**config.mk**
```make
export PLATFORM = sky130hd
export DESIGN_NAME = axi_slave_wr_ctrl
export DESIGN_NICKNAME = d
export VERILOG_FILES = /design/src/rtl/axi_pkg.sv /design/src/rtl/axi_burst_addr_gen.sv /design/src/rtl/axi_slave_wr_ctrl.sv
export SDC_FILE = /design/constraint.sdc
export NUM_CORES = 1
export LEC_CHECK = 0
export CORE_UTILIZATION = 45
export CTS_BUF_LIST = sky130_fd_sc_hd__clkbuf_8
export CTS_CLUSTER_DIAMETER = 150
export DETAILED_ROUTE_END_ITERATION = 10
export GPL_ROUTABILITY_DRIVEN = 0
export PLACE_DENSITY_LB_ADDON = 0.25
export SLEW_MARGIN = 25
export SYNTH_ARGS = -nofsm -noshare
export SYNTH_HDL_FRONTEND = slang
export SYNTH_SLANG_ARGS = --single-unit
```
**constraint.sdc**
```tcl
create_clock -name aclk -period 9.5 [get_ports aclk]
set_input_delay 1.425 -clock aclk [delete_from_list [all_inputs] [get_ports aclk]]
set_output_delay 1.425 -clock aclk [all_outputs]
set_load 0.005 [all_outputs]
```
**src/rtl/axi_pkg.sv**
```systemverilog
// Shared AXI definitions for the slave-side channel controllers.
// Latency: n/a (types and constants only).
// Backpressure: n/a.
//
// Contents: burst type encoding, response codes, write-controller FSM states.
package axi_pkg;

    // AWBURST / ARBURST encoding
    typedef enum logic [1:0] {
        FIXED = 2'b00,
        INCR  = 2'b01,
        WRAP  = 2'b10,
        RSVD  = 2'b11
    } burst_t;

    // BRESP / RRESP encoding
    typedef logic [1:0] resp_t;
    localparam resp_t OKAY   = 2'b00;
    localparam resp_t EXOKAY = 2'b01;
    localparam resp_t SLVERR = 2'b10;
    localparam resp_t DECERR = 2'b11;

    // Write controller sequencing: address, data beats, response
    typedef enum logic [1:0] {
        IDLE = 2'b00,
        DATA = 2'b01,
        RESP = 2'b10
    } wr_state_t;

endpackage : axi_pkg

```
**src/rtl/axi_burst_addr_gen.sv**
```systemverilog
// Next beat address for FIXED/INCR/WRAP bursts plus an illegal-burst flag.
// Latency: purely combinational, zero cycles.
// Backpressure: none; the caller decides when to consume next_addr.
//
// Ports:
//   addr      current beat address
//   size      log2(bytes per beat)
//   len       beats minus 1
//   burst     burst type (burst_t encoding)
//   next_addr address of the following beat
//   illegal   burst cannot be serviced (oversize beat, reserved type,
//             bad WRAP length or misaligned WRAP start)
module axi_burst_addr_gen
    import axi_pkg::*;
#(
    parameter int ADDR_WIDTH = 32,
    parameter int STRB_WIDTH = 4
) (
    input  logic [ADDR_WIDTH-1:0] addr,
    input  logic [2:0]            size,
    input  logic [3:0]            len,
    input  logic [1:0]            burst,
    output logic [ADDR_WIDTH-1:0] next_addr,
    output logic                  illegal
);

    localparam int MAX_SIZE = $clog2(STRB_WIDTH);

    logic [ADDR_WIDTH-1:0] bytes;
    logic [ADDR_WIDTH-1:0] wrap_mask;
    logic [ADDR_WIDTH-1:0] incr_addr;
    logic                  len_ok;
    logic                  aligned;

    always_comb begin
        bytes     = ADDR_WIDTH'(1) << size;
        // Wrap window is (len+1)*bytes; len_ok guarantees a power of two.
        wrap_mask = ((ADDR_WIDTH'(len) + ADDR_WIDTH'(1)) << size) - ADDR_WIDTH'(1);
        incr_addr = addr + bytes;
        aligned   = ((addr & (bytes - ADDR_WIDTH'(1))) == '0);
        len_ok    = (len == 4'd1) || (len == 4'd3) || (len == 4'd7) || (len == 4'd15);

        next_addr = addr;
        illegal   = (int'(size) > MAX_SIZE);

        case (burst_t'(burst))
            FIXED: next_addr = addr;
            INCR:  next_addr = incr_addr;
            WRAP: begin
                next_addr = (addr & ~wrap_mask) | (incr_addr & wrap_mask);
                if (!len_ok || !aligned) begin
                    illegal = 1'b1;
                end
            end
            default: illegal = 1'b1;
        endcase
    end

endmodule : axi_burst_addr_gen

```
**src/rtl/axi_slave_wr_ctrl.sv**
```systemverilog
// AXI slave write controller: one burst at a time from AW/W onto a memory write port, B response back.
// Latency: W handshake at t gives mem_we at t+1; last beat gives bvalid at t+1; awready returns 2 cycles after B handshake.
// Backpressure: awready only in IDLE, wready only in DATA, bvalid held until bready; one outstanding burst.
//
// Ports:
//   aclk, arst                  clock, asynchronous active-low reset
//   aw*                         write address channel (id, addr, len, size, burst, handshake)
//   w*                          write data channel (id, data, strobes, last, handshake)
//   b*                          write response channel (id, resp, handshake)
//   mem_we/addr/wdata/wstrb     single-cycle memory write strobe and beat payload
module axi_slave_wr_ctrl
    import axi_pkg::*;
#(
    parameter int ADDR_WIDTH = 32,
    parameter int DATA_WIDTH = 32,
    parameter int STRB_WIDTH = DATA_WIDTH/8
) (
    input  logic                  aclk,
    input  logic                  arst,
    // write address channel
    input  logic [3:0]            awid,
    input  logic [ADDR_WIDTH-1:0] awaddr,
    input  logic [3:0]            awlen,
    input  logic [2:0]            awsize,
    input  logic [1:0]            awburst,
    input  logic                  awvalid,
    output logic                  awready,
    // write data channel
    input  logic [3:0]            wid,
    input  logic [DATA_WIDTH-1:0] wdata,
    input  logic [STRB_WIDTH-1:0] wstrb,
    input  logic                  wlast,
    input  logic                  wvalid,
    output logic                  wready,
    // write response channel
    output logic [3:0]            bid,
    output logic [1:0]            bresp,
    output logic                  bvalid,
    input  logic                  bready,
    // memory write port
    output logic                  mem_we,
    output logic [ADDR_WIDTH-1:0] mem_addr,
    output logic [DATA_WIDTH-1:0] mem_wdata,
    output logic [STRB_WIDTH-1:0] mem_wstrb
);

    wr_state_t             state;

    // Captured burst attributes
    logic [3:0]            cap_id;
    logic [3:0]            cap_len;
    logic [2:0]            cap_size;
    logic [1:0]            cap_burst;
    logic [ADDR_WIDTH-1:0] cur_addr;
    logic [3:0]            beat_cnt;
    logic                  err;        // sticky: burst will answer SLVERR
    logic                  burst_bad;  // whole burst unserviceable, no memory writes

    // Address generator inputs: in IDLE it examines the incoming AW so the
    // illegal flag is ready at capture; afterwards it walks the captured burst.
    logic [ADDR_WIDTH-1:0] gen_addr;
    logic [2:0]            gen_size;
    logic [3:0]            gen_len;
    logic [1:0]            gen_burst;
    logic [ADDR_WIDTH-1:0] next_addr;
    logic                  illegal;

    always_comb begin
        if (state == IDLE) begin
            gen_addr  = awaddr;
            gen_size  = awsize;
            gen_len   = awlen;
            gen_burst = awburst;
        end else begin
            gen_addr  = cur_addr;
            gen_size  = cap_size;
            gen_len   = cap_len;
            gen_burst = cap_burst;
        end
    end

    axi_burst_addr_gen #(
        .ADDR_WIDTH (ADDR_WIDTH),
        .STRB_WIDTH (STRB_WIDTH)
    ) u_addr_gen (
        .addr      (gen_addr),
        .size      (gen_size),
        .len       (gen_len),
        .burst     (gen_burst),
        .next_addr (next_addr),
        .illegal   (illegal)
    );

    // Per-beat protocol checks
    logic w_hs;
    logic cnt_last;
    logic beat_last;
    logic beat_err;
    logic id_bad;

    always_comb begin
        w_hs      = wvalid && wready;
        cnt_last  = (beat_cnt == cap_len);
        id_bad    = (wid != cap_id);
        // Either counter exhaustion or wlast ends the burst; a disagreement
        // between the two (early wlast or missing wlast) is an error.
        beat_last = cnt_last || wlast;
        beat_err  = (cnt_last != wlast) || id_bad;
    end

    always_ff @(posedge aclk or negedge arst) begin
        if (!arst) begin
            state     <= IDLE;
            awready   <= 1'b0;
            wready    <= 1'b0;
            bvalid    <= 1'b0;
            bid       <= '0;
            bresp     <= OKAY;
            mem_we    <= 1'b0;
            mem_addr  <= '0;
            mem_wdata <= '0;
            mem_wstrb <= '0;
            cap_id    <= '0;
            cap_len   <= '0;
            cap_size  <= '0;
            cap_burst <= '0;
            cur_addr  <= '0;
            beat_cnt  <= '0;
            err       <= 1'b0;
            burst_bad <= 1'b0;
        end else begin
            mem_we <= 1'b0;
            case (state)
                IDLE: begin
                    // awready is raised one cycle after entering IDLE, so
                    // an AW is never accepted in the same cycle as B.
                    if (!awready) begin
                        awready <= 1'b1;
                    end else if (awvalid) begin
                        cap_id    <= awid;
                        cap_len   <= awlen;
                        cap_size  <= awsize;
                        cap_burst <= awburst;
                        cur_addr  <= awaddr;
                        beat_cnt  <= '0;
                        err       <= illegal;
                        burst_bad <= illegal;
                        awready   <= 1'b0;
                        wready    <= 1'b1;
                        state     <= DATA;
                    end
                end

                DATA: begin
                    if (w_hs) begin
                        mem_we    <= !burst_bad && !id_bad;
                        mem_addr  <= cur_addr;
                        mem_wdata <= wdata;
                        mem_wstrb <= wstrb;
                        cur_addr  <= next_addr;
                        beat_cnt  <= beat_cnt + 4'd1;
                        err       <= err || beat_err;
                        if (beat_last) begin
                            wready <= 1'b0;
                            bvalid <= 1'b1;
                            bid    <= cap_id;
                            bresp  <= (err || beat_err) ? SLVERR : OKAY;
                            state  <= RESP;
                        end
                    end
                end

                RESP: begin
                    if (bready) begin
                        bvalid <= 1'b0;
                        state  <= IDLE;
                    end
                end

                default: begin
                    state   <= IDLE;
                    awready <= 1'b0;
                    wready  <= 1'b0;
                    bvalid  <= 1'b0;
                end
            endcase
        end
    end

endmodule : axi_slave_wr_ctrl

```
======== After elaboration in Yosys (flattened, before gate mapping) ========
Index checks and enable logic that the tools add are counted.
Widths: inputs -> output; s select.
operators by class
  $add $sub $neg .......................... 5
  reduce and logical (&&, ||, !) cells .... 26
  shifts and indexed selects .............. 2
  mux-type cells .......................... 40
  magnitude comparators ................... 1
  bitwise operators ....................... 7
  eq/ne operators ......................... 16
operator list
  operator               count
  $mux 32                4
  $pmux 32 s2            2
  $and 32x32->32         3
  $sub 32x1->32 const B  2
  $add 32x32->32         1
  $logic_not 32->1       1
  $not 32->32            1
  $or 32x32->32          1
  $shl 1x3->32 const A   1
  $shl 32x3->32          1
  $mux 4                 4
  $mux 1                 15
  $mux 2                 7
  $ne 2x2->1 const B     5
  $reduce_and 5->1       2
  $pmux 4 s2             1
  $reduce_and 4->1       2
  $logic_or 1x1->1       7
  $pmux 1 s2             3
  $pmux 1 s3             2
  $pmux 2 s3             1
  $reduce_and 3->1       2
  $add 4x1->5 const B    1
  $add 4x1->4 const B    1
  18 further kinds       27
word-level totals
  bits in registers ....................... 131
  word-level logic and storage cells ...... 115
  input bits .............................. 91
  output and inout bits ................... 78

======== Longest topological paths before layout ========
  depth after elaboration ................. 13
  depth in mapped cells ................... 23

======== By module ========
A second synthesis with hierarchy kept.
second synthesis, totals
  cells, all modules ...................... 1023
  area, all modules ....................... 8817.2 µm²
by module, submodules not included
  module              area an instance (µm²)  cells an instance  instances  sequential area each (µm²)
  axi_slave_wr_ctrl   5958.2                  587                1          3253.1
  axi_burst_addr_gen  2859.0                  436                1          0.0

======== Worst setup path before layout ========
Ideal clock, no wire load.
  path type ............................... reg2reg
  from .................................... reg state[0]
  to ...................................... reg cur_addr[11]
  setup time .............................. 0.126 ns
  data required time ...................... 9.374 ns
  arrival time ............................ 4.550 ns
  path buffers ............................ 8
  slack ................................... 4.823 ns
  cell stages (with the launch flop) ...... 23
  path through ............................ dfrtp_1 inv_1 ha_1 buf_6 buf_8 buf_6 buf_4 buf_2 buf_2 buf_2 mux2_2 ha_1 clkbuf_1 nand4b_1 nand2_2 a221o_1 a211oi_4 nand3_2 nor3_1 ha_1 o31ai_1 a311oi_1 a221o_1
between the ends
  cells in the longest elaborated chain, start to end .. 11
RTL lines
  element                 RTL line                                           RTL
  from (decl)             axi_slave_wr_ctrl.sv:47                            wr_state_t state;
  from (signal assigned)  axi_slave_wr_ctrl.sv:113                           state <= IDLE;
  from (signal assigned)  axi_slave_wr_ctrl.sv:150                           state <= DATA;
  from (signal assigned)  axi_slave_wr_ctrl.sv:168                           state <= RESP;
  $logic_not 2->1         axi_slave_wr_ctrl.sv:69, axi_slave_wr_ctrl.sv:133
  $mux 4                  axi_slave_wr_ctrl.sv:69                            if (state == IDLE) begin
  $add 4x1->5             axi_burst_addr_gen.sv:38                           wrap_mask = ((ADDR_WIDTH'(len) + ADDR_WIDTH'(1)) << size) - ADDR_WIDTH'(1);
  $shl 32x3->32           axi_burst_addr_gen.sv:38
  $sub 32x1->32           axi_burst_addr_gen.sv:38
  $not 32->32             axi_burst_addr_gen.sv:50                           next_addr = (addr & ~wrap_mask) | (incr_addr & wrap_mask);
  $and 32x32->32          axi_burst_addr_gen.sv:50
  $or 32x32->32           axi_burst_addr_gen.sv:50
  $pmux 32 s2             axi_burst_addr_gen.sv:46                           case (burst_t'(burst))
  $mux 32                 axi_slave_wr_ctrl.sv:155                           if (w_hs) begin
  $pmux 32 s2             axi_slave_wr_ctrl.sv:133                           case (state)
  to (signal assigned)    axi_slave_wr_ctrl.sv:144                           cur_addr <= awaddr;
  to (signal assigned)    axi_slave_wr_ctrl.sv:160                           cur_addr <= next_addr;
  to (decl)               axi_slave_wr_ctrl.sv:54                            logic [ADDR_WIDTH-1:0] cur_addr;
Parallel ways exist; a longest one is shown, timed or not. The select of a mux whose other input is x is not followed.
A chain may end at the register's enable or synchronous reset.

======== Worst setup path after layout ========
  from .................................... in awsize[0]
  to ...................................... reg cur_addr[8]
between the ends
  cells in the longest elaborated chain, start to end .. 9
RTL lines
  element          RTL line                  RTL
  from (decl)      axi_slave_wr_ctrl.sv:24   input logic [2:0] awsize,
  $mux 3 (*)       axi_slave_wr_ctrl.sv:69
  $shl 32x3->32    axi_burst_addr_gen.sv:38
  $sub 32x1->32    axi_burst_addr_gen.sv:38
  $not 32->32      axi_burst_addr_gen.sv:50
  $and 32x32->32   axi_burst_addr_gen.sv:50
  $or 32x32->32    axi_burst_addr_gen.sv:50
  $pmux 32 s2 (*)  axi_burst_addr_gen.sv:46
  $mux 32 (*)      axi_slave_wr_ctrl.sv:155
  $pmux 32 s2 (*)  axi_slave_wr_ctrl.sv:133
Every way passes the cells marked *; elsewhere a longest branch is shown, timed or not. The select of a mux whose other input is x is not followed.

==> impl_table.tex <==
\begin{tabular}{lr}
\hline
Metric & Value \\
\hline
\multicolumn{2}{l}{\textbf{Worst setup path}} \\
Master of the slowest instance on the critical path & sky130\_fd\_sc\_hd\_\_mux2i\_1 \\
Data arrival at the endpoint of the critical path & 5.30 ns \\
Cells along the critical path & clkdlybuf4s50\_1, mux2i\_1, nand2\_1, inv\_1, ha\_1, a211oi\_1, o21bai\_1, a21boi\_0, nor2\_1, or4\_1, a21o\_1, nand3\_1 \\
Launching element type of the critical path & primary input \\
Crit-path max FO & 11 \\
CP delay by family, top & compound AO/OA/AOI/OAI gates \\
Critical Path RT & 9.90 ns \\
Endpoint type of the worst setup path & flop \\
Worst stage delay on the critical path & 0.81 ns \\
Reg2reg start & state[0] \\
Launch point of the worst path & awsize[0] \\
Type of the worst setup path & in -> reg \\
Buffers plus inverters on the worst setup path & 2 \\
\multicolumn{2}{l}{\textbf{Global route}} \\
Overall routing resource usage & 0.2571 \\
Largest net degree at the start of global routing & 78 \\
Wire length of the first global-routing pass & 40290 µm \\
Vias in the first global route & 7436 \\
Final global-route overflow total & 0 \\
Initial antenna violation count & 0 \\
\multicolumn{2}{l}{\textbf{Floorplanning}} \\
Die X-Extent & 142.6 µm \\
Initial core utilization & 0.4583 \\
Site Rows & 51 \\
Die Height & 142.6 µm \\
Boundary pin count & 169 \\
Placeable core area & 19400 µm² \\
Die Outline Area & 20320 µm² \\
\multicolumn{2}{l}{\textbf{Yosys}} \\
Synth Register Bits & 130 \\
Distinct cells, synth & 94 \\
Most used standard cells in the synthesized netlist & sky130\_fd\_sc\_hd\_\_dfrtp\_1 (130), sky130\_fd\_sc\_hd\_\_mux2\_2 (113), sky130\_fd\_sc\_hd\_\_nor2\_1 (55), sky130\_fd\_sc\_hd\_\_nand2\_1 (53), sky130\_fd\_sc\_hd\_\_o21ai\_0 (43) \\
Number of flops mapped to enable cells by yosys & 0 \\
Cell accounting for the most synthesized area & sky130\_fd\_sc\_hd\_\_dfrtp\_1 \\
Avg Synthesized Cell Area & 9.923 µm² \\
Cells taking the most area after synthesis & sky130\_fd\_sc\_hd\_\_dfrtp\_1 (37\%), sky130\_fd\_sc\_hd\_\_mux2\_2 (14\%), sky130\_fd\_sc\_hd\_\_mux2i\_1 (3.4\%) \\
Syn Nets & 1011 \\
Area share of the leading cell type in the synthesized netlist & 0.3659 \\
Async set-or-reset flop fraction in the synthesized netlist & 1.000 \\
Combined area of all synthesized cells & 8891 µm² \\
Top-count cell post-synth & sky130\_fd\_sc\_hd\_\_dfrtp\_1 \\
Top FF cell, synth & sky130\_fd\_sc\_hd\_\_dfrtp\_1 \\
Seq/Total Area, Yosys & 0.3659 \\
Mapped Cells & 896 \\
Total number of yosys warnings & 0 \\
\multicolumn{2}{l}{\textbf{Timing}} \\
Final count of hold timing violations & 0 \\
Number of slew-limit violations in the final report & 0 \\
Transition time of the tightest slew-check pin & 0.9291 ns \\
Unrepaired setup endpoints after global routing & no \\
Final-report setup violation count & 0 \\
Hold Worst Slack & 0.4389 ns \\
Maximum clock skew at final layout & 0.01485 ns \\
Total negative setup slack & 0 ns \\
Crit path time final & 4.903 ns \\
Maximum operating frequency & 0.2040 GHz \\
Slew Limit Headroom & 0.3629 \\
Period utilization & 0.5161 \\
\multicolumn{2}{l}{\textbf{CTS}} \\
Clock-pin transition on the worst setup and hold timing paths & 0.09 ns \\
Clock latency reported for the late side of the worst-skew pair & 0.45 ns \\
Clock sinks & 130 \\
Root buffer cell & sky130\_fd\_sc\_hd\_\_clkbuf\_8 \\
Maximum root-to-sink buffer count & 2 \\
Hold buffer count at cts & 0 \\
Number of H-tree levels & 4 \\
Clock tree from TritonCTS & built \\
Number of buffers added by the clock tree synthesis step & 17 \\
Buffer count from post-CTS setup fixing & 0 \\
Post-CTS sizing & 0 \\
\multicolumn{2}{l}{\textbf{Placement}} \\
Port Buffer Count & 167 \\
Placed wire-length estimate & 18620 µm \\
\# placed instances & 1282 \\
Total placed instance area & 10710 µm² \\
\multicolumn{2}{l}{\textbf{Final layout}} \\
Share of post-route cells with drive strength above 1 & 0.1876 \\
Final Net Count & 1152 \\
Layout Area Growth over Synthesis & 25.27\% \\
Post-Layout Inst Area & 11140 µm² \\
Cell Count, Final, Fillers Out & 1315 \\
Number of antenna diodes & 0 \\
\multicolumn{2}{l}{\textbf{Detailed routing}} \\
Number of nets with antenna violations after detailed routing & 0 \\
Drt initial violations & 888 \\
Number of optimization iterations in the first detailed-route pass & 6 \\
Routed via count divided by cell count & 6.063 \\
Aggregate routed wire length & 25700 µm \\
Routed wire per std cell & 19.54 µm \\
Drt drc & 0 \\
Via total after detailed routing & 7973 \\
\multicolumn{2}{l}{\textbf{Power and ir drop}} \\
Sw frac & 0.4690 \\
Part of the total power dissipated in the clock network & 0.117 \\
Internal power consumption & 2180 µW \\
Leakage component of the power & 0.004600 µW \\
Combinational power share & 0.653 \\
Total power per unit cell area & 368.6 nW/µm² \\
Power share of the sequential group & 0.230 \\
Worst-case vdd ir drop & 0.1897 mV \\
Switch Pwr & 1926 µW \\
\multicolumn{2}{l}{\textbf{Job}} \\
Max cap viols & 0 \\
\multicolumn{2}{l}{\textbf{Min path}} \\
Worst hold start & burst\_bad \\
Path class of the lowest-slack min-delay path & reg -> reg \\
\multicolumn{2}{l}{\textbf{Outcome}} \\
Result of the run & complete, no violations \\
\hline
\end{tabular}
==> logic make-up (layout without fill, tap and decap cells) <==
kind of cell	count (synthesis)	after routing	synth area share
xor+xnor	22	22	0.02167
fa+ha+maj	24	24	0.03462
flops	130	130	0.3659
simple gates	247	247	0.1513
buf+inv	79	233	0.04095
mux	146	146	0.1824
compound gates	247	247	0.2028
other cells	1	1	0.0004218
==> power groups by stage <==
stage | sequential [µW] | combinational, µW | clock [µW]
after floorplan | 919 | 1830 | 0
after global placement | 945 | 2600 | 0
after detailed placement | 958 | 2620 | 0
after CTS | 946 | 2630 | 490
after global routing | 979 | 2890 | 515
final | 944 | 2680 | 479
==> routing by layer <==
| layer | GRT usage | up-vias | wire length (µm) |
|---|---|---|---|
| met1 | 0.3520 | 3815 | 11170 |
| met2 | 0.3978 | 409 | 11550 |
| met4 | 0.08715 | 0 | 532 |
| met5 | 0 | - | 0 |
| li1 | - | 3699 | - |
| met3 | 0.05922 | 50 | 2441 |
==> layout make-up <==
type / count / area (µm²)
clock inverters: 13 / 135.1
flip-flops and latches: 130 / 3253
repair buffers: 176 / 1764
inverters: 25 / 93.84
well taps: 265 / 331.6
fillers: 1697 / 8260
multi-input cells: 687 / 5299
clock buffers: 19 / 261.5
==> worst paths after layout <==
check                                to  slack, ns  cells past startpoint
setup / recovery            cur_addr[8]       4.60                     12
hold / removal                   mem_we       0.44                      1
setup reg to reg            cur_addr[8]       4.82                     13
hold reg to reg                  mem_we       0.44                      1
max in group asynchronous   cur_addr[2]       7.47                      2
min in group asynchronous  mem_wstrb[1]       0.91                      1
==> metrics by stage <==
step	total power, µW	setup WS [ns]	utilization
2_1_floorplan	2747	4.823	-
3_3_place_gp	3543	4.062	0.5521
3_5_place_dp	3575	3.894	0.5521
4_1_cts	4066	4.406	0.5726
5_1_grt	4388	4.213	0.5742
6_report	4106	4.597	0.5742
==> state kept, by name, indices dropped and copies added, names as in the netlist <==
name       cells
awready        1
beat_cnt       4
bid            4
bresp          1
burst_bad      1
bvalid         1
cap_burst      2
cap_id         4
cap_len        4
cap_size       3
cur_addr      32
err            1
mem_addr      32
mem_wdata     32
mem_we         1
mem_wstrb      4
state          2
wready         1
==> cells in the final DEF (no fill, tap or decap), drive strengths merged, types with 9 or more instances in the layout <==
cell	count
nor2	56
nor3	18
nand2b	9
xnor2	17
a222oi	13
mux2i	31
a22oi	24
buf	10
clkbuf	19
dfrtp	130
mux2	115
ha	23
nand2	54
a21oi	38
o21a	10
nand4	16
o31ai	18
clkdlybuf4s50	166
nand3	31
o21ai	48
inv	28
(Power assumes the default switching activity.)
